===== src/rtl/ex_muldiv_if.sv =====
// Issue/result bundle between the EX stage and the mult/div unit.
// HI/LO are the architectural registers held inside the unit.
interface ex_muldiv_if;
  logic        I_start;
  logic [1:0]  I_op;
  logic [31:0] I_O1;
  logic [31:0] I_O2;
  logic        I_mthi;
  logic        I_mtlo;
  logic        O_busy;
  logic        O_done;
  logic [31:0] O_HI;
  logic [31:0] O_LO;

  modport master (
    output I_start, I_op, I_O1, I_O2, I_mthi, I_mtlo,
    input  O_busy, O_done, O_HI, O_LO
  );

  modport slave (
    input  I_start, I_op, I_O1, I_O2, I_mthi, I_mtlo,
    output O_busy, O_done, O_HI, O_LO
  );
endinterface


===== src/rtl/ex_muldiv.sv =====
// Iterative 32-cycle multiply/divide unit with architectural HI/LO registers.
// Works on unsigned magnitudes and fixes signs in a final FIX cycle.
module ex_muldiv (
  input logic         clk,
  input logic         rst_n,
  ex_muldiv_if.slave  bus
);

  typedef enum logic [1:0] {IDLE, RUN, FIX} state_t;

  state_t      state_q, state_d;
  logic [4:0]  cnt_q, cnt_d;
  logic        isDiv_q, isDiv_d;
  logic        divZero_q, divZero_d;
  logic        negQ_q, negQ_d;
  logic        negR_q, negR_d;
  logic [31:0] dvsr_q, dvsr_d;
  logic [63:0] acc_q, acc_d;
  logic [31:0] rsRaw_q, rsRaw_d;
  logic [31:0] hi_q, hi_d;
  logic [31:0] lo_q, lo_d;
  logic        done_q, done_d;

  logic        isSignedIn;
  logic [31:0] magA, magB;
  logic [32:0] multSum, remShift, remDiff;
  logic [63:0] prodFix;
  logic [31:0] quotFix, remFix;

  // Magnitudes stay 32-bit unsigned so that -2^31 needs no special case.
  assign isSignedIn = ~bus.I_op[0];
  assign magA = (isSignedIn && bus.I_O1[31]) ? (~bus.I_O1 + 32'd1) : bus.I_O1;
  assign magB = (isSignedIn && bus.I_O2[31]) ? (~bus.I_O2 + 32'd1) : bus.I_O2;

  // acc holds {partial product, remaining multiplier} or {remainder, quotient}.
  assign multSum  = {1'b0, acc_q[63:32]} + (acc_q[0] ? {1'b0, dvsr_q} : 33'd0);
  assign remShift = acc_q[63:31];
  assign remDiff  = remShift - {1'b0, dvsr_q};

  assign prodFix = negQ_q ? (~acc_q + 64'd1) : acc_q;
  assign quotFix = negQ_q ? (~acc_q[31:0] + 32'd1) : acc_q[31:0];
  assign remFix  = negR_q ? (~acc_q[63:32] + 32'd1) : acc_q[63:32];

  always_comb begin
    state_d   = state_q;
    cnt_d     = cnt_q;
    isDiv_d   = isDiv_q;
    divZero_d = divZero_q;
    negQ_d    = negQ_q;
    negR_d    = negR_q;
    dvsr_d    = dvsr_q;
    acc_d     = acc_q;
    rsRaw_d   = rsRaw_q;
    hi_d      = hi_q;
    lo_d      = lo_q;
    done_d    = 1'b0;

    case (state_q)
      IDLE: begin
        if (bus.I_start) begin
          isDiv_d   = bus.I_op[1];
          rsRaw_d   = bus.I_O1;
          cnt_d     = 5'd0;
          negQ_d    = isSignedIn & (bus.I_O1[31] ^ bus.I_O2[31]);
          negR_d    = isSignedIn & bus.I_O1[31];
          if (bus.I_op[1]) begin
            dvsr_d    = magB;
            acc_d     = {32'd0, magA};
            divZero_d = (bus.I_O2 == 32'd0);
            state_d   = (bus.I_O2 == 32'd0) ? FIX : RUN;
          end else begin
            dvsr_d    = magA;
            acc_d     = {32'd0, magB};
            divZero_d = 1'b0;
            state_d   = RUN;
          end
        end else begin
          if (bus.I_mthi) hi_d = bus.I_O1;
          if (bus.I_mtlo) lo_d = bus.I_O1;
        end
      end
      RUN: begin
        if (isDiv_q) begin
          if (!remDiff[32]) acc_d = {remDiff[31:0], acc_q[30:0], 1'b1};
          else              acc_d = {remShift[31:0], acc_q[30:0], 1'b0};
        end else begin
          acc_d = {multSum, acc_q[31:1]};
        end
        cnt_d = cnt_q + 5'd1;
        if (cnt_q == 5'd31) state_d = FIX;
      end
      FIX: begin
        state_d = IDLE;
        done_d  = 1'b1;
        if (divZero_q) begin
          lo_d = 32'hFFFF_FFFF;
          hi_d = rsRaw_q;
        end else if (isDiv_q) begin
          lo_d = quotFix;
          hi_d = remFix;
        end else begin
          hi_d = prodFix[63:32];
          lo_d = prodFix[31:0];
        end
      end
      default: state_d = IDLE;
    endcase
  end

  always_ff @(posedge clk or negedge rst_n) begin
    if (!rst_n) begin
      state_q   <= IDLE;
      cnt_q     <= 5'd0;
      isDiv_q   <= 1'b0;
      divZero_q <= 1'b0;
      negQ_q    <= 1'b0;
      negR_q    <= 1'b0;
      dvsr_q    <= 32'd0;
      acc_q     <= 64'd0;
      rsRaw_q   <= 32'd0;
      hi_q      <= 32'd0;
      lo_q      <= 32'd0;
      done_q    <= 1'b0;
    end else begin
      state_q   <= state_d;
      cnt_q     <= cnt_d;
      isDiv_q   <= isDiv_d;
      divZero_q <= divZero_d;
      negQ_q    <= negQ_d;
      negR_q    <= negR_d;
      dvsr_q    <= dvsr_d;
      acc_q     <= acc_d;
      rsRaw_q   <= rsRaw_d;
      hi_q      <= hi_d;
      lo_q      <= lo_d;
      done_q    <= done_d;
    end
  end

  assign bus.O_busy = (state_q != IDLE);
  assign bus.O_done = done_q;
  assign bus.O_HI   = hi_q;
  assign bus.O_LO   = lo_q;

endmodule


===== src/flat_wrapper.sv =====
// flat-port wrapper written by rule: the top's interface ports become plain ports
module ex_muldiv_flat 
  (clk, rst_n, bus_I_start, bus_I_op, bus_I_O1, bus_I_O2, bus_I_mthi, bus_I_mtlo, bus_O_busy, bus_O_done, bus_O_HI, bus_O_LO);
  ex_muldiv_if bus_i ();
  input logic clk;
  input logic rst_n;
  input wire logic [$bits(bus_i.I_start)-1:0] bus_I_start;
  input wire logic [$bits(bus_i.I_op)-1:0] bus_I_op;
  input wire logic [$bits(bus_i.I_O1)-1:0] bus_I_O1;
  input wire logic [$bits(bus_i.I_O2)-1:0] bus_I_O2;
  input wire logic [$bits(bus_i.I_mthi)-1:0] bus_I_mthi;
  input wire logic [$bits(bus_i.I_mtlo)-1:0] bus_I_mtlo;
  output wire logic [$bits(bus_i.O_busy)-1:0] bus_O_busy;
  output wire logic [$bits(bus_i.O_done)-1:0] bus_O_done;
  output wire logic [$bits(bus_i.O_HI)-1:0] bus_O_HI;
  output wire logic [$bits(bus_i.O_LO)-1:0] bus_O_LO;
  assign bus_i.I_start = bus_I_start;
  assign bus_i.I_op = bus_I_op;
  assign bus_i.I_O1 = bus_I_O1;
  assign bus_i.I_O2 = bus_I_O2;
  assign bus_i.I_mthi = bus_I_mthi;
  assign bus_i.I_mtlo = bus_I_mtlo;
  assign bus_O_busy = bus_i.O_busy;
  assign bus_O_done = bus_i.O_done;
  assign bus_O_HI = bus_i.O_HI;
  assign bus_O_LO = bus_i.O_LO;
  ex_muldiv u_core (.clk(clk), .rst_n(rst_n), .bus(bus_i));
endmodule

===== config.mk =====
export PLATFORM = sky130hd
export DESIGN_NAME = ex_muldiv_flat
export DESIGN_NICKNAME = d
export VERILOG_FILES = /design/src/rtl/ex_muldiv_if.sv /design/src/rtl/ex_muldiv.sv /design/src/flat_wrapper.sv
export SDC_FILE = /design/constraint.sdc
export NUM_CORES = 1
export LEC_CHECK = 0
export CORE_UTILIZATION = 60
export CTS_CLUSTER_SIZE = 12
export DETAILED_ROUTE_END_ITERATION = 16
export PLACE_DENSITY_LB_ADDON = 0.25
export SYNTH_ARGS = -nofsm -noshare
export SYNTH_HDL_FRONTEND = slang
export SYNTH_SLANG_ARGS = --single-unit

===== constraint.sdc =====
create_clock -name clk -period 4.3 [get_ports clk]
set_clock_uncertainty 0.05 [all_clocks]
set_input_delay 1.075 -clock clk [delete_from_list [all_inputs] [get_ports clk]]
set_output_delay 1.075 -clock clk [all_outputs]
set_load 0.05 [all_outputs]

# Word-level counts from Yosys, hierarchy flattened
# Cells that the tools add are included.
# word_totals
register_bits,204
inputBits,71
output_inout_bits,66
wordCells,80
# classes
n_reduce_logical,12
n_eq_ne,8
n_mux,31
addsub,8
bitwise_logic,9
# ops
cell,count
$mux W32,15
$mux W64,4
$add A32 B1 Y32 const B,4
$not A32 Y32,4
$pmux W32 S2,2
$pmux W64 S2,1
$add A64 B1 Y64 const B,1
$not A64 Y64,1
$add A32 B33 Y33,1
$sub A33 B32 Y33,1
$logic_not A32 Y1,1
$pmux W5 S2,1
$mux W2,4
$ne A2 B2 Y1 const B,4
$reduce_and A2 Y1,3
$reduce_and A3 Y1,2
$reduce_bool A2 Y1,3
$add A5 B1 Y5 const B,1
$eq A5 B5 Y1 const B,1
$mux W5,1
$pmux W2 S2,1
$and A1 B1 Y1,2
$eq A2 B1 Y1 const B,1
$eq A2 B2 Y1 const B,1
6 further kinds,8

# Logic depth before layout (Yosys ltp)
# depth
ltp_word,6
depth_mapped,14
ltp_nobuf,13

# Least setup slack after synthesis
# Ideal clock, no wire load.
# synth_path
kind,input to register
start,in bus_I_O2[8]
end,reg u_core.acc_q[27]
path_buffers,1
arrival_time_ps,3018
slack_ps,1106
path_stages,9
required_ps,4124
setup_time_ps,126
cell_sequence,nor4_2 or4b_1 buf_6 nor2_8 nand3b_2 o41ai_2 xor2_1 a21oi_1 a221o_1
# synth_via
elab_chain_len,6
# synth_rtl
element,line_no,source
"start, declared",flat_wrapper.sv:10,input wire logic [$bits(bus_i.I_O2)-1:0] bus_I_O2;
$not A32 Y32,ex_muldiv.sv:33,assign magB = (isSignedIn && bus.I_O2[31]) ? (~bus.I_O2 + 32'd1) : bus.I_O2;
$add A32 B1 Y32,ex_muldiv.sv:33,
$mux W32,ex_muldiv.sv:33,
$mux W32,ex_muldiv.sv:66,if (bus.I_op[1]) begin
$mux W64,ex_muldiv.sv:60,if (bus.I_start) begin
$pmux W64 S2,ex_muldiv.sv:58,case (state_q)
"end signal, assigned",ex_muldiv.sv:119,acc_q <= 64'd0;
"end signal, assigned",ex_muldiv.sv:132,acc_q <= acc_d;
"end, declared",ex_muldiv.sv:18,"logic [63:0] acc_q, acc_d;"
# No other way between the ends. The select of a mux whose other input is x is not followed.
# A chain may end at the register's enable or synchronous reset.

# Final worst setup path
# layout_path
start,reg u_core.acc_q[31]
end,reg u_core.acc_q[40]
# layout_via
elab_chain_len,4
# layout_rtl
element,line_no,source
$sub A33 B32 Y33,ex_muldiv.sv:38,"assign remDiff = remShift - {1'b0, dvsr_q};"
$mux W64,ex_muldiv.sv:84,"if (!remDiff[32]) acc_d = {remDiff[31:0], acc_q[30:0], 1'b1};"
$mux W64,ex_muldiv.sv:83,if (isDiv_q) begin
$pmux W64 S2,ex_muldiv.sv:58,
# No other way between the ends.

==> Implementation_results.wiki <==
{| class="wikitable"
! Metric !! Value
|-
| Result of the run || finished clean
|-
| Pins Over Slew Limit || 0
|-
| Multiplexer share of the synthesized area || 0.0367
|-
| Post-Synthesis Cells || 2,136
|-
| Maximum VDD drop || between 0.5 and 0.6 mV
|-
| RePlAce Congestion || ~0.99
|-
| Sink count of the clock tree || just over 200
|-
| DRC violations left || 0
|-
| Crit Path Class || reg -> reg
|-
| Port Buffer Count || approximately 140
|-
| Critical Path RT || 4.61 ns
|-
| Largest family of logic cells by synthesized area || compound AO/OA/AOI/OAI gates
|-
| Register bit total from synthesis || ~200
|-
| Placement Cell Area || 18,700 um2
|-
| Path class of the lowest-slack min-delay path || reg -> reg
|-
| Leak || between 8 and 9 nW
|-
| Setup total negative slack || 0 ns
|-
| Post-Synthesis Net Count || 2,279
|-
| Final non-filler cell area || between 15,000 and 20,000 um2
|-
| Detailed Routing Iterations Pass 1 || 12
|-
| Number of buffers added by the clock tree synthesis step || 24
|-
| Resized cells post-CTS || 0
|-
| Post-synthesis async set-or-reset flop share || 1.00
|-
| CTS Hold Bufs || 0
|-
| Remaining Overflow, GRT || 0
|-
| Synthesized area per cell || approximately 7.9 um2
|-
| Mean routed wirelength per cell || ~24 um
|-
| Number of antenna violations at the first check in global routing || 3
|-
| Count of buffers added by post-CTS timing repair for setup || 0
|-
| Final cycle utilization of the critical path || 0.895
|-
| Unique masters post-synth || 90
|-
| Final number of hold-violating endpoints || 0
|-
| Final worst slack || 0.453 ns
|-
| Critical path cell sequence || inv_1 > ha_1 > fa_1 > nand2b_1 > a21oi_1 > o21ai_1 > a22oi_2 > a41oi_2 > xnor2_2 > buf_4 > mux2i_1 > o21ai_0
|-
| Total routing usage reported by global routing || 0.442
|-
| Kind of start point of the critical path || flop
|-
| Top-level port count || about 140
|-
| EDFF count, synth || 0
|-
| Half-perimeter wire length after placement || ~47 mm
|-
| Maximum buffer depth of the clock tree || 3
|-
| Pwr Density || ~940 nW/um2
|-
| Area growth from synthesis to final layout || 16.3%
|-
| Horizontal extent of the die || 169 um
|-
| Core Region || about 27,000 um2
|-
| Skew-Pair Late Insertion Delay || ~0.54 ns
|-
| Final net count || ~2,400
|-
| Standard-cell row count || 60
|-
| Number of global-route vias before repair || ~17,000
|-
| Pin count of the biggest net entering global routing || roughly 120
|-
| Remaining number of nets flagged by the antenna check after routing || 0
|-
| Via density per instance || 6.78
|-
| RSZ-0062 raised after global routing || no
|-
| Maximum fanout count along the critical path || 14
|-
| Proportion of layout cells with a drive suffix above 1 || 0.0836
|-
| Adder and majority gate portion of the synthesized area || 0.0546
|-
| Starting utilization of the core area || 0.618
|-
| Via count || 17,772
|-
| Crit path DAT || about 4.2 ns
|-
| Top_reg_cell synth || dfrtp_1
|-
| Kind of capture point of the worst setup path || flop
|-
| Number of violations reported at the end of detailed-routing iteration 0 || ~2,700
|-
| CP peak stage delay || ~0.55 ns
|-
| Transition time at the pin with the least slew margin || about 1.1 ns
|-
| Setup Slack @ Placement || a little under 0.3 ns
|-
| Ys Warns || 0
|-
| Number of diodes added for antenna fixing || 0
|-
| H-tree depth || 1
|-
| Vertical die dimension || ~170 um
|-
| Count of final setup violators || 0
|-
| Max_cap viols || 0
|-
| Overall die area || around 29,000 um2
|-
| Synth Area in Compound Gates || 0.269
|-
| Relative slew margins || 0.283
|-
| Detailed-route wire length || between 60 and 70 mm
|-
| Global-route wire length before repair || about 97 mm
|-
| Maximum achievable frequency || between 200 and 300 MHz
|-
| CTS tree || yes
|-
| Part of the Yosys area used for sequential elements || 0.304
|-
| Clock transition at path regs || ~0.060 ns
|-
| Slowest-stage cell, CP || xnor2_2
|-
| Post-Synth XOR/XNOR Area || 0.0903
|-
| Post-layout minimum cycle time || ~3.8 ns
|-
| Share of synthesized cell area in and, or, nand and nor gates || 0.194
|-
| Clk Tree Root Cell || clkbuf_16
|-
| Synthesized cell area || 16,800 um2
|}
==> worst paths after layout <==
path	endpoint	slack (ns)	from	cells after the start
setup / recovery	u_core.acc_q[40]$_DFFE_PN0P_	0.45	u_core.acc_q[31]$_DFFE_PN0P_	12
hold / removal	u_core.rsRaw_q[12]$_DFFE_PN0P_	0.43	u_core.rsRaw_q[12]$_DFFE_PN0P_	2
setup reg to reg	u_core.acc_q[40]$_DFFE_PN0P_	0.45	u_core.acc_q[31]$_DFFE_PN0P_	12
hold reg to reg	u_core.rsRaw_q[12]$_DFFE_PN0P_	0.43	u_core.rsRaw_q[12]$_DFFE_PN0P_	2
max in group asynchronous	u_core.acc_q[21]$_DFFE_PN0P_	2.61	rst_n	2
min in group asynchronous	u_core.bus.O_HI[18]$_DFFE_PN0P_	0.55	rst_n	1
==> cells by family after synthesis <==
family / after synthesis
AO/OA/AOI/OAI: 718
multiplexers: 60
flip-flops: 204
AND/OR/NAND/NOR: 685
XOR/XNOR: 173
buffers and inverters: 224
adder cells (fa/ha/maj): 72
==> metal layers <==
metal  track usage  up-vias  wire [um]  part of all wire
met4         0.250        2       4070             0.064
met1         0.583     8363      24400              0.39
met2         0.663     1261      26900              0.43
met5             0        -         16           0.00025
met3         0.109      250       7900              0.12
li1              -     7896          -                 -
==> through the flow <==
| step | utilization | instances | hold slack, ns | power [W] |
|---|---|---|---|---|
| after CTS | 0.718 | 2620 | 0.430 | 0.0180 |
| after detailed placement | 0.689 | 2578 | 0.414 | 0.0159 |
| final | 0.718 | 2620 | 0.432 | 0.0184 |
| after global placement | 0.689 | 2578 | 0.400 | 0.0157 |
| after floorplan | - | 2136 | 0.387 | 0.0123 |
| after global routing | 0.718 | 2620 | 0.448 | 0.0195 |
==> area by class of cell <==
type,instances,area [um2]
multi-input cells,1708,10800
fillers,2217,7650
repair buffers,222,2040
flip-flops and latches,204,5110
clock buffers,34,719
clock inverters,8,75.1
well taps,372,465
inverters,72,270
==> synthesized netlist by cell type, types with 28 or more instances <==
| cell type | instances | area share |
|---|---|---|
| a21oi_1 | 176 | 0.052 |
| o21ai_0 | 221 | 0.066 |
| dfrtp_1 | 204 | 0.30 |
| ha_1 | 70 | 0.052 |
| a22oi_1 | 49 | 0.022 |
| inv_1 | 71 | 0.016 |
| xor2_1 | 55 | 0.029 |
| mux2i_1 | 47 | 0.028 |
| xnor2_1 | 118 | 0.062 |
| a31oi_1 | 28 | 0.010 |
| clkbuf_1 | 129 | 0.029 |
| nor2_1 | 164 | 0.037 |
| nand2_1 | 301 | 0.067 |
==> report_power, final <==
group          internal [W]  total, W  switching, W
combinational       0.00473    0.0122       0.00745
clock               0.00122   0.00209      0.000871
sequential          0.00287   0.00410       0.00124
total               0.00882    0.0184       0.00956
==> flip-flops by register name, indices dropped and copies added, names as in the netlist <==
| register | cells |
|---|---|
| u_core.negR_q | 1 |
| u_core.acc_q | 64 |
| u_core.negQ_q | 1 |
| u_core.divZero_q | 1 |
| u_core.bus.O_LO | 32 |
| u_core.bus.O_HI | 32 |
| u_core.dvsr_q | 32 |
| u_core.bus.O_done | 1 |
| u_core.state_q | 2 |
| u_core.cnt_q | 5 |
| u_core.rsRaw_q | 32 |
| u_core.isDiv_q | 1 |
==> placed cells by master, fill, tap and decap left out, types with 23 or more instances in the layout <==
master,count
a21o_1,25
a21oi_1,176
a222oi_1,26
a22oi_1,49
a31oi_1,28
buf_4,83
clkbuf_16,25
clkdlybuf4s50_1,134
dfrtp_1,203
ha_1,70
inv_1,71
mux2i_1,47
nand2_1,300
nand2b_1,23
nand3_1,27
nor2_1,162
nor3_1,25
o21ai_0,221
xnor2_1,117
xor2_1,55
==> worst max-delay path, delay by kind of cell (launching register included) <==
family	cells	cell delay [ns]
multiplexers	1	0.29
AO/OA/AOI/OAI	5	1.04
buffers and inverters	2	0.46
XOR/XNOR	1	0.55
adder cells (fa/ha/maj)	2	0.62
AND/OR/NAND/NOR	1	0.20
flip-flops	1	0.46
Power figures use the tool's default switching activity.
